===== config.mk =====
export PLATFORM = sky130hd
export DESIGN_NAME = bnw_scan_ctrl
export DESIGN_NICKNAME = d
export VERILOG_FILES = /design/src/rtl/bnw_scan_ctrl.sv
export SDC_FILE = /design/constraint.sdc
export NUM_CORES = 1
export LEC_CHECK = 0
export ABC_CLOCK_PERIOD_IN_PS = 3700
export BUFFER_PORTS_ARGS = -buffer_cell sky130_fd_sc_hd__buf_4
export CAP_MARGIN = 20
export CORE_MARGIN = 5
export CORE_UTILIZATION = 35
export CTS_CLUSTER_DIAMETER = 60
export DETAILED_ROUTE_END_ITERATION = 12
export GPL_TIMING_DRIVEN = 0
export PLACE_DENSITY = 0.58
export SYNTH_ARGS = -nofsm -noshare
export SYNTH_HDL_FRONTEND = slang
export SYNTH_SLANG_ARGS = --single-unit

===== constraint.sdc =====
create_clock -name clk -period 3.7 [get_ports clk]
set_clock_uncertainty 0.2 [all_clocks]
set_input_delay 0.37 -clock clk [delete_from_list [all_inputs] [get_ports clk]]
set_output_delay 0.37 -clock clk [all_outputs]
set_load 0.02 [all_outputs]

===== src/rtl/bnw_scan_ctrl.sv =====
// ---------------------------------------------------------------------------
// bnw_scan_ctrl
//
// Time-multiplexed scan controller for a four-digit, common-anode seven
// segment display. Each digit owns one slot of SCAN_DIV clk cycles. The first
// BLANK_CYC cycles of a slot are blanked (all digit enables off) to hide
// ghosting while the anode switches. The remaining cycles drive the digit.
//
// Display data is double-buffered. A new frame of digits is accepted only on
// the last cycle of a frame, so the visible data never changes in the middle
// of a frame.
//
// Parameters
//   SCAN_DIV   clk cycles per digit slot (2..65535)
//   BLANK_CYC  blanking cycles at the start of each slot (0..SCAN_DIV-1)
//
// Ports
//   clk         single clock, rising edge
//   rst         synchronous, active-high reset
//   upd_valid   new display data is offered
//   upd_digits  four hex digits, [3:0] = digit 0 (rightmost)
//   upd_dp      decimal-point enables, bit n = digit n
//   lz_en       leading-zero suppression enable
//   upd_ready   high only in the frame-boundary acceptance cycle
//   ssd_ctl     active-low digit enables (registered)
//   ssd_seg     active-low segments {dp,g,f,e,d,c,b,a} (registered)
//   frame_done  one-cycle pulse on the last cycle of each frame
// ---------------------------------------------------------------------------
module bnw_scan_ctrl #(
  parameter int SCAN_DIV  = 32768,
  parameter int BLANK_CYC = 1024
) (
  input  logic        clk,
  input  logic        rst,
  input  logic        upd_valid,
  input  logic [15:0] upd_digits,
  input  logic [3:0]  upd_dp,
  input  logic        lz_en,
  output logic        upd_ready,
  output logic [3:0]  ssd_ctl,
  output logic [7:0]  ssd_seg,
  output logic        frame_done
);

  localparam int CNT_W = $clog2(SCAN_DIV);
  localparam logic [CNT_W-1:0] CNT_LAST = CNT_W'(SCAN_DIV - 1);

  typedef enum logic {
    ST_BLANK = 1'b0,
    ST_DRIVE = 1'b1
  } state_t;

  // With no blanking cycles the slot is driven from its very first cycle.
  localparam state_t ST_INIT = (BLANK_CYC == 0) ? ST_DRIVE : ST_BLANK;

  // Hex digit to active-low {g,f,e,d,c,b,a}.
  function automatic logic [6:0] hex7(input logic [3:0] d);
    logic [6:0] s;
    case (d)
      4'h0:    s = 7'h40;
      4'h1:    s = 7'h79;
      4'h2:    s = 7'h24;
      4'h3:    s = 7'h30;
      4'h4:    s = 7'h19;
      4'h5:    s = 7'h12;
      4'h6:    s = 7'h02;
      4'h7:    s = 7'h78;
      4'h8:    s = 7'h00;
      4'h9:    s = 7'h10;
      4'hA:    s = 7'h08;
      4'hB:    s = 7'h03;
      4'hC:    s = 7'h46;
      4'hD:    s = 7'h21;
      4'hE:    s = 7'h06;
      default: s = 7'h0E;
    endcase
    return s;
  endfunction

  // True when a slot position falls inside the blanking window. Compared as
  // int so a zero-length window needs no special case.
  function automatic logic in_blank(input logic [CNT_W-1:0] c);
    return (int'(c) < BLANK_CYC);
  endfunction

  // Slot position and held frame data.
  logic [CNT_W-1:0] cnt;
  logic [CNT_W-1:0] cnt_nxt;
  logic [1:0]       idx;
  state_t           state;
  logic [15:0]      held_digits;
  logic [3:0]       held_dp;

  logic             slot_end;
  logic             frame_end;
  logic [3:0]       digit_cur;
  logic             dp_cur;
  logic             lz_blank;
  logic [3:0]       ctl_d;
  logic [7:0]       seg_d;

  // Output register stage, one cycle behind cnt/idx/state.
  logic [3:0]       ctl_p1;
  logic [7:0]       seg_p1;

  always_comb begin
    slot_end  = (cnt == CNT_LAST);
    frame_end = slot_end && (idx == 2'd3);
    cnt_nxt   = slot_end ? '0 : cnt + CNT_W'(1);
  end

  // Acceptance is only offered in the final cycle of a frame, and never
  // during reset so a coinciding handshake cannot leak through.
  assign upd_ready  = frame_end & ~rst;
  assign frame_done = frame_end & ~rst;

  // ---- stage 0 -> 1: decode current slot into next output value ----------
  always_comb begin
    digit_cur = held_digits[{idx, 2'b00} +: 4];
    dp_cur    = held_dp[idx];

    // A digit is a leading zero only if it and every digit to its left are
    // zero. Digit 0 always shows so a zero value still reads "0".
    lz_blank = 1'b0;
    case (idx)
      2'd3:    lz_blank = (held_digits[15:12] == 4'h0);
      2'd2:    lz_blank = (held_digits[15:8]  == 8'h00);
      2'd1:    lz_blank = (held_digits[15:4]  == 12'h000);
      default: lz_blank = 1'b0;
    endcase
    lz_blank = lz_blank && lz_en;

    ctl_d = 4'b1111;
    seg_d = 8'hFF;
    if (state == ST_DRIVE) begin
      ctl_d = ~(4'b0001 << idx);
      // The decimal point is independent of suppression.
      seg_d = {~dp_cur, lz_blank ? 7'h7F : hex7(digit_cur)};
    end
  end

  always_ff @(posedge clk) begin
    if (rst) begin
      cnt         <= '0;
      idx         <= 2'd0;
      state       <= ST_INIT;
      held_digits <= 16'h0000;
      held_dp     <= 4'h0;
      ctl_p1      <= 4'b1111;
      seg_p1      <= 8'hFF;
    end else begin
      cnt <= cnt_nxt;
      if (slot_end) begin
        idx <= idx + 2'd1;
      end
      // State tracks the slot position it will sit at after this edge.
      state <= in_blank(cnt_nxt) ? ST_BLANK : ST_DRIVE;

      ctl_p1 <= ctl_d;
      seg_p1 <= seg_d;

      // Loading on the frame boundary makes new data first visible in the
      // digit-0 slot of the next frame.
      if (upd_valid && upd_ready) begin
        held_digits <= upd_digits;
        held_dp     <= upd_dp;
      end
    end
  end

  assign ssd_ctl = ctl_p1;
  assign ssd_seg = seg_p1;

endmodule


==> results.md, run 1 <==
* Placed cell area at 2830 um2
* Critical path endpoint category: register
* DP Worst Slack at roughly 1.0 ns
* Crit path launch type: register
* Via Count at roughly 1700
* Worst path required time at 3.70 ns
* Status: finished clean
* Final Worst Setup Slack at between 1 and 1.5 ns
* Total gr overflow at 0
* Num CTS Buffers at 5
* Initial antenna violation count at 0
* Worst slew pin tran at 0.652 ns
* Chip Width at 93.5 um
* # hold bufs at CTS at 0
* Final HPWL DP at 3540 um
* CTS Root Cell: clkbuf_8
* Clock network fraction of total power at between 30% and 40%
* Buf+Inv Stages, Crit Path at 3
* Syn avg cell area at 10.8 um2
* CTS sink count at 50
* Vias in the first global route at roughly 1700
* H-tree levels at 2
* Die area at 8740 um2
* Sw Pwr at about 0.2 mW
* Rel. slew slack at a little under three fifths
* Largest net degree at the start of global routing at 17
* Final setup viols at 0
* CP max FO at 7
* CP max stage delay at around 0.65 ns
* Fmax at about 380 MHz
* Drt first pass iters at 4
* Ys Warns at 0
* Share of cells above drive strength 1 at a little under a third
* WL/cell at around 13 um
* Cell Int Power at 0.693 mW
* Fin nets at 304
* Synthesized area at 2440 um2
* Cell row count at 30
* Final hold violation count at 0
* Synth cell types at between 40 and 50
* Area Overhead vs Synth at 19.6%
* Worst hold path class: input port to register
* # diodes at 0
* Starting Density at 35.9%
* Post-CTS setup buffer count at 0
* Clk_lat worst skew at roughly 0.3 ns
* CTS tree: built
* Async SR Flop Fraction at 0%
* Syn nets at between 200 and 300
* Core Box Area at just under 7000 um2
* Crit-path cells: clkbuf_1 -> mux4_2 -> inv_1 -> ha_1 -> inv_1 -> mux4_2 -> nand2b_1
* Min Hold Slack at 0.0848 ns
* CTS max path bufs at 2
* LEAKAGE at between 1 and 1.5 nW
* CTS-repair resized insts at 0
* Post-synth top flop: dfxtp_1
* I/O Pins at 38
* Initial DRC Count at about 80
* Logic pwr share at under 10%
* Syn Inst Count at 225
* Worst setup path class: register to register
* Fin Setup TNS at 0 ns
* Final Wtd Congestion at 0.749
* Sequential fraction of the synthesis area at between 40% and 50%
* Kind of cell adding the most delay to the critical path: multiplexers
* Yosys reg bits at 50
* Pwr/cell area at roughly 310 nW/um2
* Sequential share of power at between 60% and 70%
* Switching share of power at roughly 22%
* Via/cell ratio at 4.52
* First-pass GRT wire length at 7990 um
* Fin area at between 2000 and 3000 um2
* Max-slew violations at 0
* PortBufs at 36
* Max-cap violations at 0
* Final min period at 2.66 ns
* Final ANT Viol Nets at 0
* Fin crit share at between 70% and 80%
* RSZ-0062 raised after global routing: false
* Crit path DAT at between 2 and 3 ns
* Critical path's slowest cell: mux4_2
* Total Routing Usage GR at roughly 12%
* IR drop worst, VDD at around 0.00019 V
* Die H at around 93 um
* Drt drc at 0
* Worst-path clk slew at around 0.10 ns
* Post-synth EDFFs at 0
* WL final at approximately 4700 um
==> cell usage after synthesis (2+ instances only) <==
cell / instances / area share [%]
o21ai_0: 2 / 0.41
or2_1: 2 / 0.51
mux4_2: 6 / 5.5
ha_1: 12 / 6.2
nor2_1: 21 / 3.2
or3_1: 2 / 0.51
nor4_1: 3 / 0.77
dfxtp_1: 50 / 41
o221ai_1: 5 / 1.8
xnor2_1: 8 / 2.9
nand2b_1: 2 / 0.51
buf_12: 2 / 1.6
nand2_1: 11 / 1.7
nor2b_1: 22 / 5.6
clkbuf_1: 6 / 0.92
inv_1: 11 / 1.7
a21oi_1: 4 / 0.82
buf_2: 2 / 0.41
mux2_4: 20 / 12
xor2_1: 6 / 2.2
nand3_1: 7 / 1.4
mux2i_1: 2 / 0.82
==> state kept, by name (all words and copies together), names as in the netlist <==
name / count
held_digits: 16
ssd_seg: 8
held_dp: 4
state: 1
cnt: 15
ssd_ctl: 4
idx: 2
==> power groups by stage <==
stage          clock network [mW]  logic [mW]  registers, mW
2_1_floorplan                   0      0.0111          0.555
3_3_place_gp                    0      0.0340          0.556
3_5_place_dp                    0      0.0336          0.556
4_1_cts                     0.328      0.0336          0.543
5_1_grt                     0.360      0.0368          0.544
6_report                    0.317      0.0324          0.543
==> through the flow <==
stage	power (mW)	util, %	cells
after floorplan	0.566	-	225
after global placement	0.590	41.7	357
after detailed placement	0.589	41.7	357
after CTS	0.905	42.9	365
after global routing	0.940	42.9	365
final	0.892	42.9	365
==> layout make-up <==
| cell class | count | area, um2 |
|---|---|---|
| repair buffers | 36 | 270 |
| well taps | 96 | 120 |
| clock inverters | 3 | 18.8 |
| plain buffers | 11 | 80.1 |
| flip-flops and latches | 50 | 1000 |
| inverters | 11 | 41.3 |
| fillers | 681 | 3880 |
| clock buffers | 5 | 68.8 |
| multi-input cells | 153 | 1320 |
==> kinds of logic (layout without fill, tap and decap cells) <==
kind of cell / count (synthesis) / count (layout) / share of synthesized area [%]
fa+ha+maj: 12 / 12 / 6.15
flops: 50 / 50 / 41.0
buf+inv: 22 / 66 / 4.97
xor+xnor: 14 / 14 / 5.03
mux: 28 / 28 / 18.7
simple gates: 82 / 82 / 19.2
compound gates: 17 / 17 / 4.92
==> worst register-to-register path, cell delays in order (launching register included) <==
cell	delay, ns
dfxtp_1	0.36
clkbuf_1	0.38
mux4_2	0.65
inv_1	0.16
ha_1	0.18
inv_1	0.05
mux4_2	0.44
nand2b_1	0.15
==> worst paths after layout <==
check,slack (ns),cells after the start,start,to
setup / recovery,1.04,7,idx[1],ssd_seg[3]
hold / removal,0.08,2,upd_digits[10],held_digits[10]
setup reg to reg,1.04,7,idx[1],ssd_seg[3]
hold reg to reg,0.27,1,cnt[0],cnt[0]
==> placed cells by master (no fill, tap or decap), types with 2 or more instances in the layout <==
cell type	count
nor2b_1	22
clkinv_2	2
xor2_1	6
buf_4	37
inv_1	11
o221ai_1	5
or3_1	2
clkbuf_1	6
mux2_4	20
o21ai_0	2
buf_12	2
ha_1	12
xnor2_1	8
nand3_1	7
mux4_2	6
nand2_1	11
buf_2	2
or2_1	2
mux2i_1	2
nor2_1	21
a21oi_1	4
clkbuf_8	5
nor4_1	3
dfxtp_1	50
nand2b_1	2
==> per-layer routing <==
metal  GRT usage [%]  up-vias  wire, um
li1                -      854         -
met1            16.2      762      2320
met2            17.2       31      2120
met3            3.14        4       218
met4            3.30        0        44
met5               0        -         0
No activity file was read; power rests on OpenSTA's default activity.
==> run 2, diff against run 1 <==
ABC_CLOCK_PERIOD_IN_PS = 2650   (was 3700)
clock period = 2.65 ns   (was 3.7 ns; I/O delays follow)
==> run 2 against run 1 <==
- final cell count grew 6.3%
- sequential cell count is the same
- die area is the same
- via count grew 4.8%
- sequential share of layout area shrank 2.4 points
- maximum frequency grew 6.9%
- wire length grew 4.0%
==> results.md, run 2 (synthesized netlist as in run 1, its figures left out) <==
* Die H at 93.5 um (unchanged)
* Fmax at 403 MHz (+6.9%)
* Area of the multi-input gates at 1320 um2 (unchanged)
* Fin nets at 327 (+7.6%)
* Chip Width at 93.5 um (unchanged)
* Max-cap violations at 0 (unchanged)
* Worst slew pin tran at 0.652 ns (-0.000535 ns)
* Via/cell ratio at 4.46 (-1.4%)
* CTS Root Cell: clkbuf_8
* Crit-path cells: clkbuf_2 -> mux4_2 -> inv_1 -> ha_1 -> inv_1 -> mux4_2 -> nand2b_1
* Via Count at 1730 (+4.8%)
* Critical path endpoint category: register
* Largest register by flop count: held_digits
* WL/cell at 12.6 um (-2.2%)
* Total Routing Usage GR at 11.9% (+0.42 points)
* Crit path DAT at 2.48 ns (-0.17 ns)
* Most common cell after layout, fill and taps aside: dfxtp_1
* Share of cells above drive strength 1 at 29.5% (-1.0 points)
* Fill count at 658 (-3.4%)
* PortBufs at 36 (unchanged)
* Final ANT Viol Nets at 0 (unchanged)
* CTS sink count at 50 (unchanged)
* IR drop worst, VDD at 0.000266 V (+41%)
* Status: finished clean
* Most frequent cells in the layout: dfxtp_1 (50), buf_4 (40), nor2b_1 (22)
* Placed cell area at 2830 um2 (unchanged)
* Num CTS Buffers at 5 (unchanged)
* Final hold violation count at 0 (unchanged)
* Final min period at 2.48 ns (-0.172 ns)
* Final setup viols at 0 (unchanged)
* Initial DRC Count at 75 (-5.1%)
* Final Worst Setup Slack at 0.167 ns (-0.878 ns)
* Post-placement cell count at 357 (unchanged)
* Core Box Area at 6790 um2 (unchanged)
* Area Overhead vs Synth at 28.8%
* Worst-path clk slew at 0.10 ns (about the same)
* Fin area at 3140 um2 (+7.7%)
* Final Core Density at 46.2% (+3.3 points)
* Max-slew violations at 0 (unchanged)
* Drt drc at 0 (unchanged)
* Max reg flops at 16 (unchanged)
* Total gr overflow at 0 (unchanged)
* CTS max path bufs at 2 (unchanged)
* I/O Pins at 38 (unchanged)
* H-tree levels at 2 (unchanged)
* Reg area at 1000 um2 (unchanged)
* Fin crit share at 93.7% (+22 points)
* Worst hold path class: input port to register
* Vias in the first global route at 1749 (+5.6%)
* DP Worst Slack at -0.00214 ns (-1.05 ns)
* # diodes at 0 (unchanged)
* CP max FO at 7 (unchanged)
* Rel. slew slack at 56.2% (about the same)
* Clk_lat worst skew at 0.30 ns (about the same)
* Critical path's slowest cell: mux4_2
* Die area at 8740 um2 (unchanged)
* Worst path required time at 2.64 ns (-1.06 ns)
* Crit path launch type: register
* Worst setup path class: register to register
* Cell row count at 30 (unchanged)
* Final HPWL DP at 3540 um (unchanged)
* Initial antenna violation count at 0 (unchanged)
* First-pass GRT wire length at 8290 um (+3.8%)
* Final Wtd Congestion at 0.749 (unchanged)
* LEAKAGE at 1.29 nW (+8.7%)
* Pwr/cell area at 404 nW/um2 (+32%)
* Starting Density at 35.9% (unchanged)
* Final Instance Count excl. Fillers at 388 (+6.3%)
* WL final at 4890 um (+4.0%)
* Fin Setup TNS at 0 ns (unchanged)
* Drt first pass iters at 4 (unchanged)
* Largest net degree at the start of global routing at 17 (unchanged)
* CP max stage delay at 0.61 ns (-0.04 ns)
* CTS tree: built
[run 2: final cells by class]
class	instances	share of cell area [%]
Clock inverter	3	0.597
Sequential cell	50	31.9
Clock buffer	5	2.19
Timing Repair Buffer	59	15.7
Multi-Input combinational cell	153	41.9
Inverter	11	1.31
Buffer	11	2.59
Tap cell	96	3.82
[run 2: critical path, delay by kind of cell (launching register included)]
kind                       cells  cell delay (ns)
buffers and inverters          3             0.45
DFF                            1             0.36
muxes                          2             1.05
and+or+nand+nor                1             0.15
adders and majority gates      1             0.18
[run 2: worst paths after layout]
path                  start          to  slack, ns  depth (start not counted)
setup / recovery     idx[1]  ssd_seg[3]       0.17                          7
hold / removal    upd_valid  held_dp[3]       0.27                          4
setup reg to reg     idx[1]  ssd_seg[3]       0.17                          7
hold reg to reg      cnt[0]      cnt[0]       0.27                          1
[run 2: power breakdown]
| part | switching, mW | leakage [nW] | internal [mW] |
|---|---|---|---|
| clock | 0.256 | 0.0483 | 0.186 |
| sequential | 0.00360 | 0.404 | 0.755 |
| combinational | 0.0238 | 0.843 | 0.0458 |
| total | 0.284 | 1.29 | 0.987 |
[run 2: metrics by stage]
| step | power, mW | hold WS [ns] |
|---|---|---|
| after floorplan | 0.791 | 0.208 |
| after global placement | 0.823 | 0.252 |
| final | 1.27 | 0.271 |
| after CTS | 1.29 | 0.00389 |
| after global routing | 1.34 | 0.269 |
| after detailed placement | 0.823 | 0.261 |
[run 2: what timing repair did]
| item | in CTS | in global routing |
|---|---|---|
| endpoints found under the hold margin | 19 | 1 |
| setup buffers | 0 | 3 |
| hold buffers | 19 | 1 |
| endpoints found under the setup margin | 1 | 1 |
| gates resized for setup | 1 | 0 |
| pin swaps | 0 | 1 |
[run 2: layer usage]
metal	track usage [%]	routed length [um]	share of wire [%]
met1	16.4	2350	48
met2	18.3	2250	46
met3	2.82	215	4.4
met4	4.03	71	1.5
met5	0	0	0
